===== src/rtl/holdreg_queue.sv =====
// holdreg_queue: per-port request assembly and queueing.
// Each port has a two-state capture FSM and a DEPTH-entry FIFO. A request is
// cmd+op1 in one cycle and op2 in the next. Assembled entries are pushed into
// the FIFO. The head entry is offered to the priority logic through a
// valid/pop handshake.
module holdreg_queue #(
  parameter int NUM_PORTS = 4,
  parameter int DEPTH     = 4,
  parameter int CMD_W     = 4,
  parameter int DATA_W    = 32,
  localparam int CW       = $clog2(DEPTH + 1)
) (
  input  logic                        c_clk,
  input  logic                        reset,
  input  logic [NUM_PORTS*CMD_W-1:0]  req_cmd_in,
  input  logic [NUM_PORTS*DATA_W-1:0] req_data_in,
  input  logic [NUM_PORTS-1:0]        hold_pop,
  output logic [NUM_PORTS-1:0]        hold_valid,
  output logic [NUM_PORTS*CMD_W-1:0]  hold_cmd,
  output logic [NUM_PORTS*DATA_W-1:0] hold_data1,
  output logic [NUM_PORTS*DATA_W-1:0] hold_data2,
  output logic [NUM_PORTS*CW-1:0]     hold_count,
  output logic [NUM_PORTS-1:0]        overflow,
  output logic [NUM_PORTS-1:0]        protocol_err
);

  localparam int PW = $clog2(DEPTH);

  typedef enum logic {IDLE = 1'b0, OP2 = 1'b1} state_t;

  // Pointer advance with explicit wrap, so DEPTH need not be a power of two.
  function automatic logic [PW-1:0] ptr_inc(input logic [PW-1:0] ptr);
    return (ptr == PW'(DEPTH - 1)) ? '0 : ptr + PW'(1);
  endfunction

  for (genvar p = 0; p < NUM_PORTS; p++) begin : g_port
    state_t            state_q, state_d;
    logic [CMD_W-1:0]  cmd_q, cmd_d;
    logic [DATA_W-1:0] op1_q, op1_d;
    logic [PW-1:0]     wr_ptr_q, wr_ptr_d;
    logic [PW-1:0]     rd_ptr_q, rd_ptr_d;
    logic [CW-1:0]     count_q, count_d;
    logic              overflow_q, overflow_d;
    logic              perr_q, perr_d;
    logic              push, pop_eff, push_ok;
    logic [CMD_W-1:0]  cmd_in;
    logic [DATA_W-1:0] data_in;

    logic [CMD_W-1:0]  mem_cmd [DEPTH];
    logic [DATA_W-1:0] mem_d1  [DEPTH];
    logic [DATA_W-1:0] mem_d2  [DEPTH];

    assign cmd_in  = req_cmd_in[p*CMD_W +: CMD_W];
    assign data_in = req_data_in[p*DATA_W +: DATA_W];

    // Capture FSM next state plus FIFO pointer/count/flag update.
    always_comb begin
      state_d    = state_q;
      cmd_d      = cmd_q;
      op1_d      = op1_q;
      perr_d     = perr_q;
      push       = 1'b0;
      wr_ptr_d   = wr_ptr_q;
      rd_ptr_d   = rd_ptr_q;
      count_d    = count_q;
      overflow_d = overflow_q;

      case (state_q)
        IDLE: begin
          if (cmd_in != '0) begin
            cmd_d   = cmd_in;
            op1_d   = data_in;
            state_d = OP2;
          end
        end
        OP2: begin
          // A nonzero cmd here is flagged, never treated as a new request.
          push    = 1'b1;
          state_d = IDLE;
          if (cmd_in != '0) perr_d = 1'b1;
        end
        default: state_d = IDLE;
      endcase

      // A pop on the same edge frees the slot a full-queue push needs.
      pop_eff = hold_pop[p] && (count_q != '0);
      push_ok = push && ((count_q != CW'(DEPTH)) || pop_eff);

      if (push && !push_ok) overflow_d = 1'b1;
      if (push_ok) wr_ptr_d = ptr_inc(wr_ptr_q);
      if (pop_eff) rd_ptr_d = ptr_inc(rd_ptr_q);

      case ({push_ok, pop_eff})
        2'b10:   count_d = count_q + CW'(1);
        2'b01:   count_d = count_q - CW'(1);
        default: count_d = count_q;
      endcase
    end

    // Control and request-assembly state; reset discards partial requests.
    always_ff @(posedge c_clk or negedge reset) begin
      if (!reset) begin
        state_q    <= IDLE;
        cmd_q      <= '0;
        op1_q      <= '0;
        wr_ptr_q   <= '0;
        rd_ptr_q   <= '0;
        count_q    <= '0;
        overflow_q <= 1'b0;
        perr_q     <= 1'b0;
      end else begin
        state_q    <= state_d;
        cmd_q      <= cmd_d;
        op1_q      <= op1_d;
        wr_ptr_q   <= wr_ptr_d;
        rd_ptr_q   <= rd_ptr_d;
        count_q    <= count_d;
        overflow_q <= overflow_d;
        perr_q     <= perr_d;
      end
    end

    // Queue storage: written on accepted pushes, deliberately not reset.
    always_ff @(posedge c_clk) begin
      if (push_ok) begin
        mem_cmd[wr_ptr_q] <= cmd_q;
        mem_d1[wr_ptr_q]  <= op1_q;
        mem_d2[wr_ptr_q]  <= data_in;
      end
    end

    // Head outputs read storage directly and are forced to 0 when empty.
    assign hold_valid[p]                  = (count_q != '0);
    assign hold_cmd[p*CMD_W +: CMD_W]     = hold_valid[p] ? mem_cmd[rd_ptr_q] : '0;
    assign hold_data1[p*DATA_W +: DATA_W] = hold_valid[p] ? mem_d1[rd_ptr_q]  : '0;
    assign hold_data2[p*DATA_W +: DATA_W] = hold_valid[p] ? mem_d2[rd_ptr_q]  : '0;
    assign hold_count[p*CW +: CW]         = count_q;
    assign overflow[p]                    = overflow_q;
    assign protocol_err[p]                = perr_q;
  end

endmodule

===== config.mk =====
export PLATFORM = sky130hd
export DESIGN_NAME = holdreg_queue
export DESIGN_NICKNAME = d
export VERILOG_FILES = /design/src/rtl/holdreg_queue.sv
export SDC_FILE = /design/constraint.sdc
export NUM_CORES = 1
export LEC_CHECK = 0
export CORE_MARGIN = 4
export CORE_UTILIZATION = 35
export DETAILED_ROUTE_END_ITERATION = 16
export GPL_ROUTABILITY_DRIVEN = 0
export PLACE_DENSITY = 0.64
export SYNTH_ARGS = -nofsm -noshare
export SYNTH_HDL_FRONTEND = slang
export SYNTH_SLANG_ARGS = --single-unit
export TNS_END_PERCENT = 50

===== constraint.sdc =====
create_clock -name c_clk -period 2.8 [get_ports c_clk]
set_clock_uncertainty 0.1 [all_clocks]
set_input_delay 0.56 -clock c_clk [delete_from_list [all_inputs] [get_ports c_clk]]
set_output_delay 0.56 -clock c_clk [all_outputs]
set_load 0.05 [all_outputs]

==> qor.tcl <==
set qor(grt_setup_unrepaired) {true}
set qor(grt-ovfl-total) 0
set qor(worstSkewPairLatency_ns) 0.76
set qor(relSlewSlack_pct) 59.2
set qor(worst_ep_arrival_time_ns) 2.44
set qor(synth-async-reset-ratio_pct) 14.5
set qor(yosys_warns) 0
set qor(run_status) {complete, but fails checks}
set qor(critical_path.startpoint_type) {register}
set qor(nets) 3122
set qor(initial_core_util_pct) 35.3
set qor(postLayoutSetupSlackWorst_ns) -0.301
set qor(critical_path.max_stage_delay_ns) 0.52
set qor(ant_nets) 0
set qor(die-width_um) 383
set qor(detail_route.wirelength_um) 108000
set qor(dr.first_iter.drc_count) 1450
set qor(kind_of_critical_path) {reg2out}
set qor(flow.area_growth_from_synthesis_pct) 30.6
set qor(final-hold-violation-count) 0
set qor(syn-cell-area_sq_um) 49200
set qor(cp_max_delay_cell) {dfrtp_4}
set qor(grt_use_met1_pct) 19.6
set qor(max-clock-path-buffers) 3
set qor(drt_pre_antenna_iters) 7
set qor(route.vias.total) 24000
set qor(synth-seq-cells) 1272
set qor(clkTransAtPathRegs_ns) 0.06
set qor(dpl_worst_slack_ns) -0.0117
set qor(cts.sink_count) 1272
set qor(ioPinCount) 446
set qor(worstSetupPathDepth) 6
set qor(setup_viol) 273
set qor(drt-vias-per-instance) 4.85
set qor(grt_met2_use_pct) 24.1
set qor(fp-row-count) 137
set qor(tritoncts_clock_tree) {yes}
set qor(cts_inserted_buffers) 137
set qor(dominantRegCellSynth) {edfxtp_1}
set qor(timing_worst_slew_pin_value_ns) 0.612
set qor(chipHeight_um) 383
set qor(global_route_wire_length_before_repair_um) 163000
set qor(wl_per_cell_um) 21.9
set qor(number_of_antenna_violations_at_the_first_check_in_global_routing) 7
set qor(path_cells) {buf_12 > buf_16 > buf_6 > mux4_2 > and2_4 > buf_8}
set qor(clock_root_buffer) {clkbuf_16}
set qor(die_area_sq_um) 147000
set qor(top_usage_layer) {met2}
set qor(crit-reg2reg-capture) {g_port[1].count_q[2]}
set qor(timing.fmax_ghz) 0.323
set qor(hold_path_class) {in2async}
set qor(drv_cap) 0
set qor(final.period_utilization_pct) 111
set qor(layout.cells.most_common) {edfxtp_1}
set qor(worst_path_dominant_cell_family) {buffers and inverters}
set qor(endpoint_kind) {output port}
set qor(synth_cell_type_count) 51
set qor(layout.cells.most_common_list) {edfxtp_1, mux4_2, and2_4}
set qor(number_of_synthesized_flops_with_an_enable_pin) 1088
set qor(core_area_sq_um) 140000
set qor(r2r-start) {g_port[1].count_q[1]}
set qor(remaining_drc_errors) 0
set qor(netlist_instances) 2296
set qor(crit_path_start) {g_port[0].rd_ptr_q[0]}
set qor(synth.net_count) 2470
set qor(capture_point_of_the_worst_path) {hold_data1[16]}
set qor(reg2reg_slack_ns) 0.26
set qor(syn_area_per_cell_sq_um) 21.4
set qor(failed_checks) {negative setup slack}
set qor(dp_hpwl_um) 64400
set qor(buffer_ports.inserted) 445
set qor(ff2ff_path_depth) 7
set qor(min_period_ns) 3.10
set qor(maximum_level_of_the_cts_h_tree) 4
set qor(groute.usage.overall_pct) 14.6
set qor(crit_path_max_fanout) 7
set qor(post_route_cells_drive_above_1_share_pct) 45.4
set qor(synth_seq_area_share_pct) 75.8
set qor(cp_num_buf_inv) 4
set qor(required_ns) 2.14
set qor(first_global_vias) 25100
set qor(grt_start_max_net_pins) 45
set qor(met3_usage_pct) 3.09
set qor(timing.final.max_slew_violations) 0
==> synthesized netlist by cell type (2+ instances only) <==
cell type	count	area (sq um)
nand3b_1	3	22.5
o32ai_1	3	26.3
nor4_2	2	25.0
o21a_1	3	22.5
or3b_1	6	52.6
o2bb2ai_1	10	87.6
xor2_1	6	52.6
or3_1	4	25.0
and2_1	288	1800
ha_1	20	250
mux4_2	272	6130
o211ai_1	3	22.5
nor2_1	18	67.6
o21bai_1	4	30.0
o21ai_0	10	50.1
nor2_4	2	22.5
mux2_2	87	980
buf_6	9	101
nand2_1	7	26.3
nor2b_1	4	25.0
mux2i_1	2	20.0
edfxtp_1	1088	32700
and3_1	4	25.0
fa_1	4	80.1
mux2_1	2	22.5
a21o_1	3	22.5
dfrtp_1	184	4600
buf_4	35	263
nand3_1	6	30.0
a32o_1	2	20.0
mux2_4	61	916
nor2_2	2	12.5
nor4_4	2	42.5
o31ai_1	3	22.5
clkbuf_1	54	203
inv_1	36	135
buf_2	29	145
a22oi_1	3	22.5
o21ba_2	3	30.0
==> flip-flops by register name, indices dropped and copies added (netlist names), 8 cells and up <==
| name | count |
|---|---|
| g_port.cmd_q | 16 |
| g_port.rd_ptr_q | 8 |
| g_port.mem_d2 | 512 |
| g_port.count_q | 12 |
| g_port.op1_q | 128 |
| g_port.wr_ptr_q | 8 |
| g_port.mem_d1 | 512 |
| g_port.mem_cmd | 64 |
==> layer usage <==
metal | share of wire [%] | wire length, um | vias to the layer above
li1 | - | - | 10500
met1 | 42 | 46000 | 12700
met2 | 50 | 54600 | 626
met3 | 5.1 | 5490 | 132
met4 | 2.1 | 2300 | 0
met5 | 0 | 0 | -
==> logic make-up (layout without fill, tap and decap cells) <==
group	after synthesis	in the layout	share of synthesized area [%]
other cells	0	7	0
compound gates	53	53	0.819
buf+inv	163	930	1.72
fa+ha+maj	24	24	0.671
xor+xnor	7	7	0.125
flops	1272	1272	75.8
mux	424	424	16.4
simple gates	353	353	4.50
==> per-stage QoR <==
step	instances	TNS [ns]	utilization (%)	instance area [sq um]	hold WS (ns)
detailed placement	4626	-0.0117	40.6	56600	0.364
floorplan	2296	-114.14	-	49200	0.164
global placement	4626	-0.0822	40.6	56600	0.361
global route	4944	-84.96	46.1	64300	0.259
finish	4946	-57.34	46.1	64300	0.286
CTS	4928	-88.45	45.2	63100	0.209
==> worst min-delay path by stage <==
stage          cells after the start                 start                   end
2_1_floorplan                      0                 reset    g_port[0].cmd_q[0]
3_3_place_gp                       2  g_port[2].overflow_q  g_port[2].overflow_q
3_5_place_dp                       1      g_port[0].perr_q      g_port[0].perr_q
4_1_cts                            2                 reset   g_port[2].op1_q[21]
5_1_grt                            2                 reset   g_port[2].op1_q[21]
6_report                           2                 reset   g_port[2].op1_q[21]
==> final cells by class <==
cell class                      count  area, sq um
Antenna cell                        7         17.5
Clock buffer                      181         3730
Clock inverter                     73          892
Fill cell                       11600        75300
Inverter                           36          135
Multi-Input combinational cell    861        11800
Sequential cell                  1272        37300
Tap cell                         1876         2350
Timing Repair Buffer              640         8070
==> what timing repair did <==
item | in CTS | in global routing
pin swaps | 9 | 1
cloned | 15 | 10
endpoints found under the hold margin | 36 | 0
setup buffers | 32 | 3
hold buffers | 1 | 0
gates resized for setup | 338 | 290
endpoints found under the setup margin | 286 | 286
Power is not shown: default switching activity piles up to over one toggle a cycle in this logic, so the estimate is an artifact.
==> edit 1: new RTL, same settings <==
`DEPTH`: 4 -> 2.
--- a/src/rtl/holdreg_queue.sv
+++ b/src/rtl/holdreg_queue.sv
@@ -5,7 +5,7 @@
 // valid/pop handshake.
 module holdreg_queue #(
   parameter int NUM_PORTS = 4,
-  parameter int DEPTH     = 4,
+  parameter int DEPTH     = 2,
   parameter int CMD_W     = 4,
   parameter int DATA_W    = 32,
   localparam int CW       = $clog2(DEPTH + 1)
Interface: changed (resized hold_count); port bits go from 446 to 442. No check against the original RTL was run, so the function may have changed too.
==> edit 1 against the unedited design <==
  * Maximum frequency up 12%
  * Wire length down 42%
  * Final area down 42%
  * Sequential cell count down 556
  * Setup slack better by 0.34 ns
  * Sequential share of layout area down 2.4 points
  * Hold slack better by 0.072 ns
  * Count of clock-buffer cells in the layout down 83
  * Synthesized area down 45%
  * Critical endpoint is now hold_cmd[1]
Power is not shown: default switching activity piles up to over one toggle a cycle in this logic, so the estimate is an artifact.
==> edit 1: results (changes against the unedited design) <==
----------------------------------------------------
[Outcome]
  Status ... finished clean

[Final layout]
  Count of non-CTS inverters in the layout ... 28 (-22%)
  Layout multi-input combinational cell count ... 756 (-12%)
  Sequential cell count of the final layout ... 716 (-44%)
  Non-clk buf share ... 16.5% (+3.9 points)
  Total Nets Final ... 2,252 (-28%)
  Regs by FF count ... g_port.mem_d1: 256 flops, g_port.mem_d2: 256 flops, g_port.op1_q: 128 flops
  Fraction of area in multi-input gates ... 17.0% (-1.3 points)

[Setup path]
  Worst setup endpoint ... hold_cmd[1]
  Cell with the largest stage delay on the worst path ... sky130_fd_sc_hd__dfrtp_2
  Register-to-register setup slack ... 0.60 ns (+0.34 ns)
  Arrival time at the worst endpoint ... 2.11 ns (-0.33 ns)
  Worst path max stage delay ... 0.47 ns (-0.05 ns)
  Worst setup path startpoint ... g_port[0].count_q[0]
  Worst r2r dst ... g_port[2].mem_d1[0][23]
  Startpoint of the worst-slack reg-to-reg timing path ... g_port[2].count_q[1]

[Global routing]
  GR Layer Usage met1 ... 17.5% (-2.1 points)
  Number of antenna violations at the first check in global routing ... 5 (-2)
  Largest net degree at the start of global routing ... 69 (+53%)
  Met3 track utilization from global routing ... 3.66% (+0.57 points)

[Placement]
  IO buf count ... 441 (-0.90%)

[Drt]
  Routed wire per std cell ... 19.7 um (-10%)
  Met3 wire length ... 3790 um (-31%)
  DRT Pass-1 Iters ... 5 (-2)
  Routed length on met2 ... 32,800 um (-40%)

[Logic synthesis]
  Seq/Total Area, Yosys ... 75.6% (-0.15 points)
  Top area cells in the synthesized netlist ... sky130_fd_sc_hd__edfxtp_1 60%, sky130_fd_sc_hd__dfrtp_1 16%, sky130_fd_sc_hd__mux2i_1 10%
  Synth top cells by count ... 544 x sky130_fd_sc_hd__edfxtp_1, 288 x sky130_fd_sc_hd__nor2_1, 272 x sky130_fd_sc_hd__mux2i_1

[Hold path]
  Min-Delay Path Class ... reg -> reg

----------------------------------------------------
edit 1: cell families after synthesis:
family | synth area share [%]
DFF | 75.6
muxes | 16.3
and+or+nand+nor | 4.41
buffers and inverters | 2.20
AOI/OAI and AO/OA | 0.605
xor gates and xnor gates | 0.642
adders and majority gates | 0.183
edit 1: per-stage QoR:
stage	setup TNS, ns	worst slack, ns	util [%]	cells	instance area, um2
after floorplan	-309.60	-0.569	-	1580	27300
after global placement	-0.101	-0.0153	43.7	3019	33800
after detailed placement	-1.79	-0.0833	43.7	3019	33800
after CTS	-4.58	-0.226	47.8	3188	36900
after global routing	-0.363	-0.0486	48.0	3203	37100
final	0	0.0348	48.0	3204	37100
edit 1: timing repair:
action | in CTS | in global routing
gates cloned | 7 | 4
resized for setup | 249 | 43
endpoints found under the setup margin | 271 | 165
endpoints found under the hold margin | 46 | 0
buffers inserted | 18 | 10
pin swaps | 6 | 5
hold buffers | 1 | 0
==> edit 2: new RTL, same settings <==
Without the edit above. Register the input `req_cmd_in` before use, without a reset. The logic sees it one clock later. The other inputs are not delayed to match.
--- a/src/rtl/holdreg_queue.sv
+++ b/src/rtl/holdreg_queue.sv
@@ -28,6 +28,12 @@
 
   typedef enum logic {IDLE = 1'b0, OP2 = 1'b1} state_t;
 
+  logic [NUM_PORTS*CMD_W-1:0] req_cmd_q;
+
+  always_ff @(posedge c_clk) begin
+    req_cmd_q <= req_cmd_in;
+  end
+
   // Pointer advance with explicit wrap, so DEPTH need not be a power of two.
   function automatic logic [PW-1:0] ptr_inc(input logic [PW-1:0] ptr);
     return (ptr == PW'(DEPTH - 1)) ? '0 : ptr + PW'(1);
@@ -50,7 +56,7 @@
     logic [DATA_W-1:0] mem_d1  [DEPTH];
     logic [DATA_W-1:0] mem_d2  [DEPTH];
 
-    assign cmd_in  = req_cmd_in[p*CMD_W +: CMD_W];
+    assign cmd_in  = req_cmd_q[p*CMD_W +: CMD_W];
     assign data_in = req_data_in[p*DATA_W +: DATA_W];
 
     // Capture FSM next state plus FIFO pointer/count/flag update.
Formal check against the unedited RTL: not equivalent (a bounded check fails within 4 cycles, from zero or initial values and one cycle with reset low).
==> edit 2 against the unedited design <==
  * The run still ends with negative setup slack left
  * Sequential cell count rose by 16
  * Count of clock-buffer cells in the layout rose by 9
  * Final area barely moved
  * Setup slack got worse by 0.0083 ns
  * Synthesized area rose by 0.32%
  * Wire length rose by 1.4%
  * Die area rose by 0.31%
  * Critical path type unchanged
  * Largest cell class unchanged
  * Highest routed layer is now met5
Power is left out: the tool's default activity adds up to more than one toggle a clock period on the data nets, which glitch-free logic cannot reach.
==> edit 2: results (changes against the unedited design) <==
----------------------------------------------------
[Setup path]
  Worst r2r dst ... g_port[0].count_q[2]
  Arrival time at the worst endpoint ... approximately 2.5 ns
  Worst setup path startpoint ... g_port[2].rd_ptr_q[0]
  Peak fanout along the critical path ... 10 (+3)
  Startpoint of the worst-slack reg-to-reg timing path ... g_port[0].count_q[0]
  Cell type group with the largest total delay on the critical path ... buffers and inverters
  Worst path max stage delay ... 0.50 ns (-0.02 ns)
  Register-to-register setup slack ... 0.28 ns (+0.02 ns)
  Worst setup endpoint ... hold_cmd[9]
  Register-to-Register Path Depth ... 6 (-1)

[Logic synthesis]
  Unique masters post-synth ... 59 (+16%)
  Seq/Total Area, Yosys ... 76.2% (+0.41 points)
  Synthesized area per cell ... 21.3 um2 (-0.42%)
  Most instantiated flip-flop cell in the synthesis netlist ... sky130_fd_sc_hd__edfxtp_1
  Top area cells in the synthesized netlist ... sky130_fd_sc_hd__edfxtp_1 66%, sky130_fd_sc_hd__mux4_2 12%, sky130_fd_sc_hd__dfrtp_1 9.3%
  Synth top cells by count ... 1,088 x sky130_fd_sc_hd__edfxtp_1, 285 x sky130_fd_sc_hd__and2_1, 272 x sky130_fd_sc_hd__mux4_2
  Post-Synthesis Net Count ... 2,487 (+0.69%)
  Async S/R FF share, synth ... 14.3% (-0.18 points)
  Number of enable flip-flop cells after synthesis ... 1,088 (unchanged)

[Outcome]
  Violations in the final reports ... negative setup slack
  Status ... finished with violations

[Drt]
  Per-cell via count in the routed design ... 4.85 (about the same)
  Routed length on met2 ... 53,100 um (-2.8%)
  Met3 wire length ... 7500 um (+37%)
  M1 WL ... 47,200 um (+2.6%)
  Uppermost layer routed ... met5
  Routed wire per std cell ... 22.3 um (+1.7%)
  DRT Pass-1 Iters ... 5 (-2)
  DRT iter0 DRCs ... 1,570 (+8.3%)

[Global routing]
  Via count of the first global-routing pass ... 25,197 (+0.59%)
  Largest net degree at the start of global routing ... 71 (+58%)
  Total routing usage reported by global routing ... 14.7% (+0.11 points)
  Wire length of the first global-routing pass ... 163,000 um (about the same)
  Number of antenna violations at the first check in global routing ... 9 (+2)

[Placement]
  Setup Slack @ Placement ... -0.162 ns (-0.151 ns)
  Placed Cells incl. Taps ... 4,621 (-0.11%)
  IO buf count ... 445 (unchanged)
  Placed wire-length estimate ... 67,500 um (+4.7%)

[Hold path]
  Min-Delay Path Class ... in -> reg

[Clock network]
  Clk Tree Root Cell ... sky130_fd_sc_hd__clkbuf_16
  Clock network latency to the later pin of the worst-skew pair ... 0.74 ns (-0.02 ns)
  TritonCTS buffer count ... 137 (unchanged)

[Final layout]
  Fill cell total of the finished layout ... 11,767 (+1.4%)
  Share of layout cells above drive strength 1 ... 43.0% (-2.5 points)
  Post-route insts no fill ... 4,932 (-0.28%)
  Total Nets Final ... 3,110 (-0.38%)
  Regs by FF count ... g_port.mem_d1: 512 flops, g_port.mem_d2: 512 flops, g_port.op1_q: 128 flops

[STA]
  Worst Setup Slack, final ... -0.309 ns (-0.00830 ns)
  Max-slew headroom at the worst pin ... 55.8% (-3.3 points)
  Final number of setup-violating endpoints ... 273 (unchanged)

----------------------------------------------------
edit 2: changes by cell type after synthesis, moves of 4 or more:
cell                        delta
sky130_fd_sc_hd__mux2_4       -55
sky130_fd_sc_hd__and2_2        +4
sky130_fd_sc_hd__o2bb2ai_1     +5
sky130_fd_sc_hd__mux2_1       +48
sky130_fd_sc_hd__o21ai_0       -4
sky130_fd_sc_hd__buf_2         -7
sky130_fd_sc_hd__buf_6         +4
sky130_fd_sc_hd__dfxtp_1      +16
edit 2: how the worst min path moves through the flow:
stage / from / end
finish: req_cmd_in[10] / req_cmd_q[10]
detailed placement: req_cmd_q[9] / g_port[2].cmd_q[1]
CTS: req_cmd_in[10] / req_cmd_q[10]
global route: req_cmd_in[10] / req_cmd_q[10]
floorplan: reset / g_port[0].cmd_q[0]
global placement: g_port[2].overflow_q / g_port[2].overflow_q
edit 2: final cells by class:
| type | count | area share, % |
|---|---|---|
| sequential | 1288 | 58.6 |
| inverter | 38 | 0.222 |
| clock buffer | 190 | 6.07 |
| tap | 1876 | 3.65 |
| timing repair buffer | 609 | 12.4 |
| clock inverter | 65 | 1.03 |
| antenna | 4 | 0.0156 |
| multi-input combinational | 862 | 18.0 |
edit 2: repair_timing:
item / 4_1_cts / 5_1_grt
setup endpoints to repair: 280 / 285
buffers inserted: 25 / 4
pin swaps: 4 / 18
endpoints found under the hold margin: 41 / 0
cloned: 17 / 8
resized for setup: 290 / 345
hold buffers: 1 / 0
edit 2: logic make-up (layout without fill, tap and decap cells):
logic type	count (synthesis)	after routing	share of synthesized area (%)
other cells	0	4	0
buf+inv	163	902	1.77
mux	417	417	15.8
flops	1288	1288	76.2
simple gates	354	354	4.53
compound gates	61	61	0.979
fa+ha+maj	24	24	0.669
xor+xnor	6	6	0.106
edit 2: stage by stage:
| step | utilization [%] | instance area [um2] | hold slack (ns) | TNS (ns) |
|---|---|---|---|---|
| 2_1_floorplan | - | 49400 | 0.164 | -150.32 |
| 3_3_place_gp | 40.5 | 56600 | 0.363 | -14.64 |
| 3_5_place_dp | 40.5 | 56600 | 0.371 | -16.56 |
| 4_1_cts | 45.0 | 62900 | 0.0752 | -92.01 |
| 5_1_grt | 45.9 | 64200 | 0.0925 | -90.26 |
| 6_report | 45.9 | 64200 | 0.158 | -58.48 |
edit 2: worst register-to-register path, delay by kind of cell (launching register included):
| family | cells | cell delay [ns] |
|---|---|---|
| flip-flops | 1 | 0.46 |
| AND/OR/NAND/NOR | 5 | 1.42 |
| adder cells (fa/ha/maj) | 1 | 0.41 |
edit 2: layer usage:
layer / global-route usage (%) / vias up
met3: 4.54 / 155
met2: 23.7 / 585
li1: - / 10477
met4: 3.97 / 10
met1: 19.6 / 12671
met5: 0 / -
